File: config.mk
export PLATFORM = sky130hd
export DESIGN_NAME = mm_host_bridge
export DESIGN_NICKNAME = d
export VERILOG_FILES = /design/src/rtl/mm_pkg.sv /design/src/rtl/mm_buf_ram.sv /design/src/rtl/mm_host_bridge.sv
export SDC_FILE = /design/constraint.sdc
export NUM_CORES = 2
export LEC_CHECK = 0
export BUFFER_PORTS_ARGS = -buffer_cell sky130_fd_sc_hd__buf_2
export CORE_UTILIZATION = 55
export DETAILED_ROUTE_END_ITERATION = 8
export PLACE_DENSITY = 0.71
export REMOVE_ABC_BUFFERS = 1
export SETUP_SLACK_MARGIN = 0.5
export SLEW_MARGIN = 10
export SYNTH_ARGS = -nofsm -noshare
export SYNTH_HDL_FRONTEND = slang
export SYNTH_SLANG_ARGS = --single-unit
File: constraint.sdc
create_clock -name clk -period 7.39 [get_ports clk]
set_input_delay 0.739 -clock clk [delete_from_list [all_inputs] [get_ports clk]]
set_output_delay 0.739 -clock clk [all_outputs]
set_load 0.01 [all_outputs]
File: src/rtl/mm_pkg.sv
// mm_pkg -- shared definitions for the matrix-multiplier host bridge.
//   mm_state_t : bridge state encoding (IDLE=0, FILL=1, RUN=2, DRAIN=3)
//   mm_n(l)    : matrix dimension N = 2**l
//   mm_m(l)    : matrix element count M = N*N
package mm_pkg;

    typedef enum logic [1:0] {
        ST_IDLE  = 2'd0,
        ST_FILL  = 2'd1,
        ST_RUN   = 2'd2,
        ST_DRAIN = 2'd3
    } mm_state_t;

    function automatic int mm_n(input int l);
        return 32'sd1 << l;
    endfunction

    function automatic int mm_m(input int l);
        return mm_n(l) * mm_n(l);
    endfunction

endpackage

File: src/rtl/mm_buf_ram.sv
// mm_buf_ram -- operand/result buffer, 2**ADDR_W words of BITWIDTH bits.
// One synchronous write port and two asynchronous read ports; no reset, so
// contents survive across jobs and across bridge resets.
//   clk              : write clock
//   we/waddr/wdata   : write port
//   raddr_a/rdata_a  : read port A (multiplier memory port)
//   raddr_b/rdata_b  : read port B (outbound drain path)
module mm_buf_ram #(
    parameter int ADDR_W   = 7,
    parameter int BITWIDTH = 32
) (
    input  logic                clk,
    input  logic                we,
    input  logic [ADDR_W-1:0]   waddr,
    input  logic [BITWIDTH-1:0] wdata,
    input  logic [ADDR_W-1:0]   raddr_a,
    output logic [BITWIDTH-1:0] rdata_a,
    input  logic [ADDR_W-1:0]   raddr_b,
    output logic [BITWIDTH-1:0] rdata_b
);

    logic [BITWIDTH-1:0] mem_r [2**ADDR_W];

    // Single write port; storage is intentionally never reset.
    always_ff @(posedge clk) begin
        if (we) begin
            mem_r[waddr] <= wdata;
        end
    end

    assign rdata_a = mem_r[raddr_a];
    assign rdata_b = mem_r[raddr_b];

endmodule

File: src/rtl/mm_host_bridge.sv
// mm_host_bridge -- streams two NxN operand matrices into a buffer RAM,
// starts an external multiplier that works in place on the RAM through a
// responder memory port, then streams the M result words (words 0..M-1) out.
//   clk, reset                          : clock, async active-high reset
//   s_data/s_valid/s_ready/s_last       : inbound operand stream (A then B)
//   m_data/m_valid/m_ready/m_last       : outbound result stream
//   mm_start/mm_done                    : multiplier start pulse / done
//   mm_addr/mm_we/mm_wrdata/mm_rddata   : multiplier memory port (RUN writes)
//   busy                                : high whenever not IDLE
//   err (MM_BRIDGE_LAST_CHECK_EN only)  : sticky s_last framing error
// Build option: define MM_BRIDGE_LAST_CHECK_EN to add the err port/logic.
module mm_host_bridge
    import mm_pkg::*;
#(
    parameter int L_RAM_SIZE = 3,
    parameter int BITWIDTH   = 32
) (
    input  logic                    clk,
    input  logic                    reset,
    input  logic [BITWIDTH-1:0]     s_data,
    input  logic                    s_valid,
    output logic                    s_ready,
    input  logic                    s_last,
    output logic [BITWIDTH-1:0]     m_data,
    output logic                    m_valid,
    input  logic                    m_ready,
    output logic                    m_last,
    output logic                    mm_start,
    input  logic                    mm_done,
    input  logic [2*L_RAM_SIZE:0]   mm_addr,
    input  logic                    mm_we,
    input  logic [BITWIDTH-1:0]     mm_wrdata,
    output logic [BITWIDTH-1:0]     mm_rddata,
    output logic                    busy
`ifdef MM_BRIDGE_LAST_CHECK_EN
    ,
    output logic                    err
`endif
);

    localparam int M  = mm_m(L_RAM_SIZE);
    localparam int AW = 2 * L_RAM_SIZE + 1;
    localparam logic [AW-1:0] LAST_WR = AW'(2 * M - 1);
    localparam logic [AW-2:0] LAST_RD = (AW-1)'(M - 1);

    mm_state_t             state_r, state_s;
    logic [AW-1:0]         wr_cnt_r, wr_cnt_s;
    logic [AW-2:0]         rd_cnt_r, rd_cnt_s;
    logic                  s_ready_r, m_valid_r, m_last_r, mm_start_r, busy_r;
    logic                  accept_s;
    logic                  ram_we_s;
    logic [AW-1:0]         ram_waddr_s;
    logic [BITWIDTH-1:0]   ram_wdata_s;
    logic [BITWIDTH-1:0]   drain_data_s;

    // s_ready_r is only ever high in FILL, so this is the FILL handshake.
    assign accept_s = s_valid & s_ready_r;

    // Next-state and counter update logic.
    always_comb begin
        state_s  = state_r;
        wr_cnt_s = wr_cnt_r;
        rd_cnt_s = rd_cnt_r;
        case (state_r)
            ST_IDLE: begin
                state_s  = ST_FILL;
                wr_cnt_s = '0;
                rd_cnt_s = '0;
            end
            ST_FILL: begin
                if (accept_s) begin
                    if (wr_cnt_r == LAST_WR) begin
                        state_s = ST_RUN;
                    end else begin
                        wr_cnt_s = wr_cnt_r + AW'(1);
                    end
                end else begin
                    wr_cnt_s = wr_cnt_r;
                end
            end
            ST_RUN: begin
                // mm_done in the start-pulse cycle belongs to a previous job.
                if (mm_done && !mm_start_r) begin
                    state_s  = ST_DRAIN;
                    rd_cnt_s = '0;
                end else begin
                    state_s = ST_RUN;
                end
            end
            ST_DRAIN: begin
                if (m_valid_r && m_ready) begin
                    if (rd_cnt_r == LAST_RD) begin
                        state_s = ST_IDLE;
                    end else begin
                        rd_cnt_s = rd_cnt_r + (AW-1)'(1);
                    end
                end else begin
                    rd_cnt_s = rd_cnt_r;
                end
            end
            default: begin
                state_s = ST_IDLE;
            end
        endcase
    end

    // RAM write-port mux: stream words in FILL, multiplier writes in RUN.
    always_comb begin
        ram_we_s    = 1'b0;
        ram_waddr_s = '0;
        ram_wdata_s = '0;
        case (state_r)
            ST_FILL: begin
                ram_we_s    = accept_s;
                ram_waddr_s = wr_cnt_r;
                ram_wdata_s = s_data;
            end
            ST_RUN: begin
                ram_we_s    = mm_we;
                ram_waddr_s = mm_addr;
                ram_wdata_s = mm_wrdata;
            end
            default: begin
                ram_we_s    = 1'b0;
                ram_waddr_s = '0;
                ram_wdata_s = '0;
            end
        endcase
    end

    // State, counters and registered handshake outputs.
    always_ff @(posedge clk or posedge reset) begin
        if (reset) begin
            state_r    <= ST_IDLE;
            wr_cnt_r   <= '0;
            rd_cnt_r   <= '0;
            s_ready_r  <= 1'b0;
            m_valid_r  <= 1'b0;
            m_last_r   <= 1'b0;
            mm_start_r <= 1'b0;
            busy_r     <= 1'b0;
        end else begin
            state_r    <= state_s;
            wr_cnt_r   <= wr_cnt_s;
            rd_cnt_r   <= rd_cnt_s;
            s_ready_r  <= (state_s == ST_FILL);
            m_valid_r  <= (state_s == ST_DRAIN);
            m_last_r   <= (state_s == ST_DRAIN) && (rd_cnt_s == LAST_RD);
            mm_start_r <= (state_r == ST_FILL) && (state_s == ST_RUN);
            busy_r     <= (state_s != ST_IDLE);
        end
    end

`ifdef MM_BRIDGE_LAST_CHECK_EN
    logic err_r;

    // Sticky framing error: s_last must coincide exactly with the final word.
    always_ff @(posedge clk or posedge reset) begin
        if (reset) begin
            err_r <= 1'b0;
        end else if (accept_s && (s_last != (wr_cnt_r == LAST_WR))) begin
            err_r <= 1'b1;
        end
    end

    assign err = err_r;
`else
    logic unused_s_last_s;
    assign unused_s_last_s = s_last;
`endif

    mm_buf_ram #(
        .ADDR_W   (AW),
        .BITWIDTH (BITWIDTH)
    ) u_ram (
        .clk     (clk),
        .we      (ram_we_s),
        .waddr   (ram_waddr_s),
        .wdata   (ram_wdata_s),
        .raddr_a (mm_addr),
        .rdata_a (mm_rddata),
        .raddr_b ({1'b0, rd_cnt_r}),
        .rdata_b (drain_data_s)
    );

    assign s_ready  = s_ready_r;
    assign m_valid  = m_valid_r;
    assign m_last   = m_last_r;
    assign m_data   = drain_data_s;
    assign mm_start = mm_start_r;
    assign busy     = busy_r;

endmodule

# Yosys cells after proc, flatten, opt, wreduce, memory -nomap -nowiden
# Memory sizes are Yosys's and may differ from the RTL's.
# Index checks and enable logic that the tools add are counted.
# totals
regBits,20
ramBits,4096
elab_cells,50
memories,1
# mem_list
memory,words,word_bits,rd,rd_ports_with_merged_regs,write_ports,line_no,text
u_ram.mem_r,128,32,2,0,1,mm_buf_ram.sv:22,logic [BITWIDTH-1:0] mem_r [2**ADDR_W];
# classes
addsub,2
eq_ne,11
n_mux,18
n_bitwise,1
n_reduce_logical,9
# ops
cell,count
one-hot mux 32 bit (2 select lines),1
one-hot mux 7 bit (2 select lines),2
two-way mux 6 bit,3
one-hot mux 6 bit (3 select lines),1
two-way mux 7 bit,2
equality test 6 bit (second input constant),2
equality test 2 bit (second input constant),4
two-way mux 2 bit,4
one-hot mux 2 bit (4 select lines),1
adder 7 x 1 -> 7 bit (second input constant),1
equality test 7 bit (second input constant),1
adder 6 x 1 -> 6 bit (second input constant),1
equality test 2 x 1 -> 1 bit (second input constant),2
logical AND 1 bit,4
inequality test 2 bit (second input constant),2
nonzero test 2 bit,2
two-way mux 1 bit,3
AND reduction 3 bit,1
zero test 2 bit,1
one-hot mux 1 bit (2 select lines),1
AND 1 bit,1
zero test 1 bit,1

# Depth between registers and ports, before layout
# depth
depth_word,6
ltp_mapped,10
mapped_depth_nobuf,8

# Cells and area by module
# Synthesis repeated with hierarchy kept, for this count alone.
# hier_totals
cells_unflattened,7851
area_unflattened_um2,189245.3
# modules_own_cells
module,n_inst,cells_each,area_each_um2,seq_area_each_um2
mm_buf_ram,1,7637,187484.8,122998.0
mm_host_bridge,1,214,1760.4,500.5

# Least setup slack after synthesis
# No wires, ideal clock.
# synth_path
path_type,register to register
startpoint,register state_r[0]
endpoint,"memory u_ram.mem_r[0][20], data pin"
setup_time_ns,0.796
arrival_ns,4.611
setup_slack_ns,1.983
stages_incl_launch_ff,8
path_cell_list,dfrtp_1 -> inv_1 -> ha_1 -> clkbuf_1 -> clkbuf_1 -> buf_1 -> a22oi_1 -> nor2_1
# synth_between
elab_chain_len,2
# synth_lines
item,line_no,text
start: declaration,mm_host_bridge.sv:46,"mm_state_t state_r, state_s;"
start signal: assignment,mm_host_bridge.sv:143,state_r <= state_s;
equality test 2 bit / equality test 2 x 1 -> 1 bit (equally long branches),mm_host_bridge.sv:112,case (state_r)
one-hot mux 32 bit (2 select lines) *,mm_host_bridge.sv:112,
named net ram_wdata_s[20],mm_host_bridge.sv:53,logic [BITWIDTH-1:0] ram_wdata_s;
end: declaration,mm_buf_ram.sv:22,
# The timed path passes the listed nets; every way through them passes the cells marked *.

# Worst setup path after layout
# layout_path
startpoint,register rd_cnt_r[1]
endpoint,output port m_data[22]
# layout_between
elab_chain_len,1
# layout_lines
item,line_no,text
start: declaration,mm_host_bridge.sv:48,"logic [AW-2:0] rd_cnt_r, rd_cnt_s;"
start signal: assignment,mm_host_bridge.sv:145,rd_cnt_r <= rd_cnt_s;
memory read (128 x 32 bit),--,
end: declaration,mm_host_bridge.sv:24,"output logic [BITWIDTH-1:0] m_data,"
# No other way between the ends.

==> metrics.md <==
| Metric | Value |
|---|---|
| Clock Skew | `47.3 ps` |
| Fin. Hold Viols | `0` |
| Setup Viol. Count Final | `0` |
| Clk sinks | `4116` |
| Initial antenna violation count | `57` |
| Worst Path Required | `6650 ps` |
| Worst Setup EP | `m_data[22]` |
| Gr ovfl total | `0` |
| Crit path cell chain | `buf_4 > buf_4 > mux4_2 > mux4_2 > mux2i_1 > mux2i_1 > buf_2` |
| Synth Flop Type | `edfxtp_1` |
| Hold_buf cts | `0` |
| Post-Syn Area per Cell | `24.3 sq um` |
| H-tree Lvls | `5` |
| Port Buffer Count | `145` |
| CP Data Arrival Time | `5260 ps` |
| Async S/R FF share, synth | `0.00486` |
| Post-synthesis sequential area ratio | `0.713` |
| Starting Density | `0.554` |
| Rows | `205` |
| LEAKAGE | `0.0599 uW` |
| Initial DRC Count | `13965` |
| RePlAce Congestion | `0.879` |
| Unrepaired setup endpoints after global routing | `false` |
| Vert. Die Dim | `563 um` |
| Synth Warn # | `0` |
| Via count | `88078` |
| 1st-pass router iterations | `5` |
| Synth area leader | `edfxtp_1` |
| Worst Setup Start Kind | `flip-flop` |
| Max-slew violation count | `0` |
| CTS tree | `done` |
| R2R setup slack | `2030 ps` |
| Latest clock arrival within the worst-skew pair | `960 ps` |
| Ranking of synthesized cells by area | `edfxtp_1 71%, mux4_2 26%, clkbuf_1 0.65%` |
| Die X | `563 um` |
| Worst slew margin | `0.131` |
| Cts bufs inserted | `406` |
| Crit end category | `primary output` |
| I/O pins | `147` |
| Synth Register Bits | `4116` |
| Drt wl/cell | `40.9 um` |
| Root Buffer | `clkbuf_16` |
| CP startpoint | `rd_cnt_r[1]` |
| Worst slew pin tran | `1300 ps` |
| Worst R2R End | `u_ram.mem_r[6][16]` |
| Post-synth EDFFs | `4096` |
| Top post-synthesis cells by count | `4096 x edfxtp_1, 1972 x mux4_2, 299 x clkbuf_1` |
| Clock transition at the registers of the reported paths | `60 ps` |
| Failing checks | `antenna violations` |
| Count of cell types in the netlist | `50` |
| Total Wirelength | `493 mm` |
| Layout area overhead | `12.4%` |
| CP Max Fanout | `65` |
| Area share of the largest cell type after synthesis | `0.710` |
| Post-CTS Resized | `0` |
| Nets | `7583` |
| DP HPWL | `284 mm` |
| FF-to-FF path depth | `9` |
| Cell area after layout | `195000 sq um` |
| DRC Markers | `0` |
| Slowest-stage cell, CP | `dfrtp_4` |
| Crit path kind | `reg -> out` |
| Largest delay share family, worst path | `multiplexers` |
| Crit path buf inv count | `3` |
| DP Area | `181000 sq um` |
| Routed Antenna Nets | `1` |
| Synthesized area | `173000 sq um` |
| Worst hold path type | `in -> async` |
| Fin crit share | `0.812` |
| Final std cells w/o fill | `12046` |
| Worst hold slack | `52.7 ps` |
| GRT Util Overall | `0.314` |
| Global-route wire length before repair | `686 mm` |
| R2R Path Start | `state_r[1]` |
| Post-Syn Instances | `7130` |
| Core area | `313000 sq um` |
| Top-count cell post-synth | `edfxtp_1` |
| Worst path max stage delay | `1250 ps` |
| FMAX | `167 MHz` |
| Crit path depth | `7` |
| Die area | `317000 sq um` |
| Power density cells | `282 nW/um^2` |
| Outcome | `complete, but fails checks` |
| Maximum number of pins on one net before global-route repair | `151` |
| Fin crit period | `6000 ps` |
| Vias in the first global route | `88233` |
| Max Root-Sink Buffers | `4` |
| Share of cells above drive strength 1 | `0.411` |
| Vias per cell | `7.31` |
| Worst VDD drop | `0.295 mV` |
| Postcts setup bufs | `0` |
| Inst Count DP | `11227` |
| Maxcap violations | `0` |
==> routing by layer <==
| metal | global-route usage | part of all wire | vias up |
|---|---|---|---|
| met1 | 0.434 | 0.35 | 47653 |
| met5 | 0 | 0.0012 | - |
| met3 | 0.101 | 0.14 | 932 |
| met2 | 0.469 | 0.46 | 6817 |
| met4 | 0.124 | 0.043 | 38 |
| li1 | - | - | 32638 |
==> logic make-up after synthesis <==
family,after synthesis,share of synthesized area
flip-flops,4116,0.713
AO/OA/AOI/OAI,97,0.00404
multiplexers,2088,0.263
AND/OR/NAND/NOR,316,0.00759
adder cells (fa/ha/maj),8,0.000578
buffers and inverters,501,0.0118
XOR/XNOR,4,0.000202
==> where the power goes <==
part | switching (uW) | internal, uW | leakage (uW)
clock | 8950 | 11800 | 0.00649
sequential | 164 | 28000 | 0.0375
combinational | 4490 | 1510 | 0.0159
total | 13600 | 41300 | 0.0599
==> registers in the layout, indices dropped and copies added, names as in the netlist <==
name         cells
u_ram.mem_r   4096
wr_cnt_r         7
rd_cnt_r         6
state_r          2
busy             1
m_last           1
m_valid          1
mm_start         1
s_ready          1
==> placed cells by master (no fill, tap or decap), types with 46 or more instances in the layout <==
| cell type | count |
|---|---|
| buf_4 | 258 |
| clkbuf_16 | 411 |
| buf_2 | 139 |
| mux2i_1 | 84 |
| nor2_4 | 158 |
| clkbuf_1 | 77 |
| mux4_2 | 1972 |
| clkinv_1 | 84 |
| diode_2 | 62 |
| buf_12 | 46 |
| edfxtp_1 | 4096 |
| clkinv_2 | 96 |
| nand2_1 | 76 |
==> through the flow <==
step                power, uW  TNS, ps  utilization  worst slack [ps]
finish                  54900        0        0.623              1390
global route            56100        0        0.623              1330
CTS                     54800        0        0.622              1420
detailed placement      34500        0        0.580              2080
global placement        34200        0        0.580              2130
floorplan               31500  -639550            -            -14510
==> worst min path at each step <==
stage / start / end / cells after the start
floorplan: wr_cnt_r[6] / wr_cnt_r[6] / 2
global placement: wr_cnt_r[6] / wr_cnt_r[6] / 2
detailed placement: wr_cnt_r[6] / wr_cnt_r[6] / 2
CTS: reset / s_ready / 2
global route: reset / wr_cnt_r[3] / 2
finish: reset / wr_cnt_r[0] / 2
==> cell type report <==
| cell class | instances | area [sq um] |
|---|---|---|
| Timing Repair Buffer | 448 | 3620 |
| Inverter | 12 | 63.8 |
| Fill cell | 20105 | 118000 |
| Tap cell | 4140 | 5180 |
| Clock inverter | 267 | 2690 |
| Antenna cell | 62 | 155 |
| Clock buffer | 488 | 10600 |
| Multi-Input combinational cell | 2513 | 49000 |
| Sequential cell | 4116 | 124000 |
Note: power is estimated with default switching activity, not from simulation.
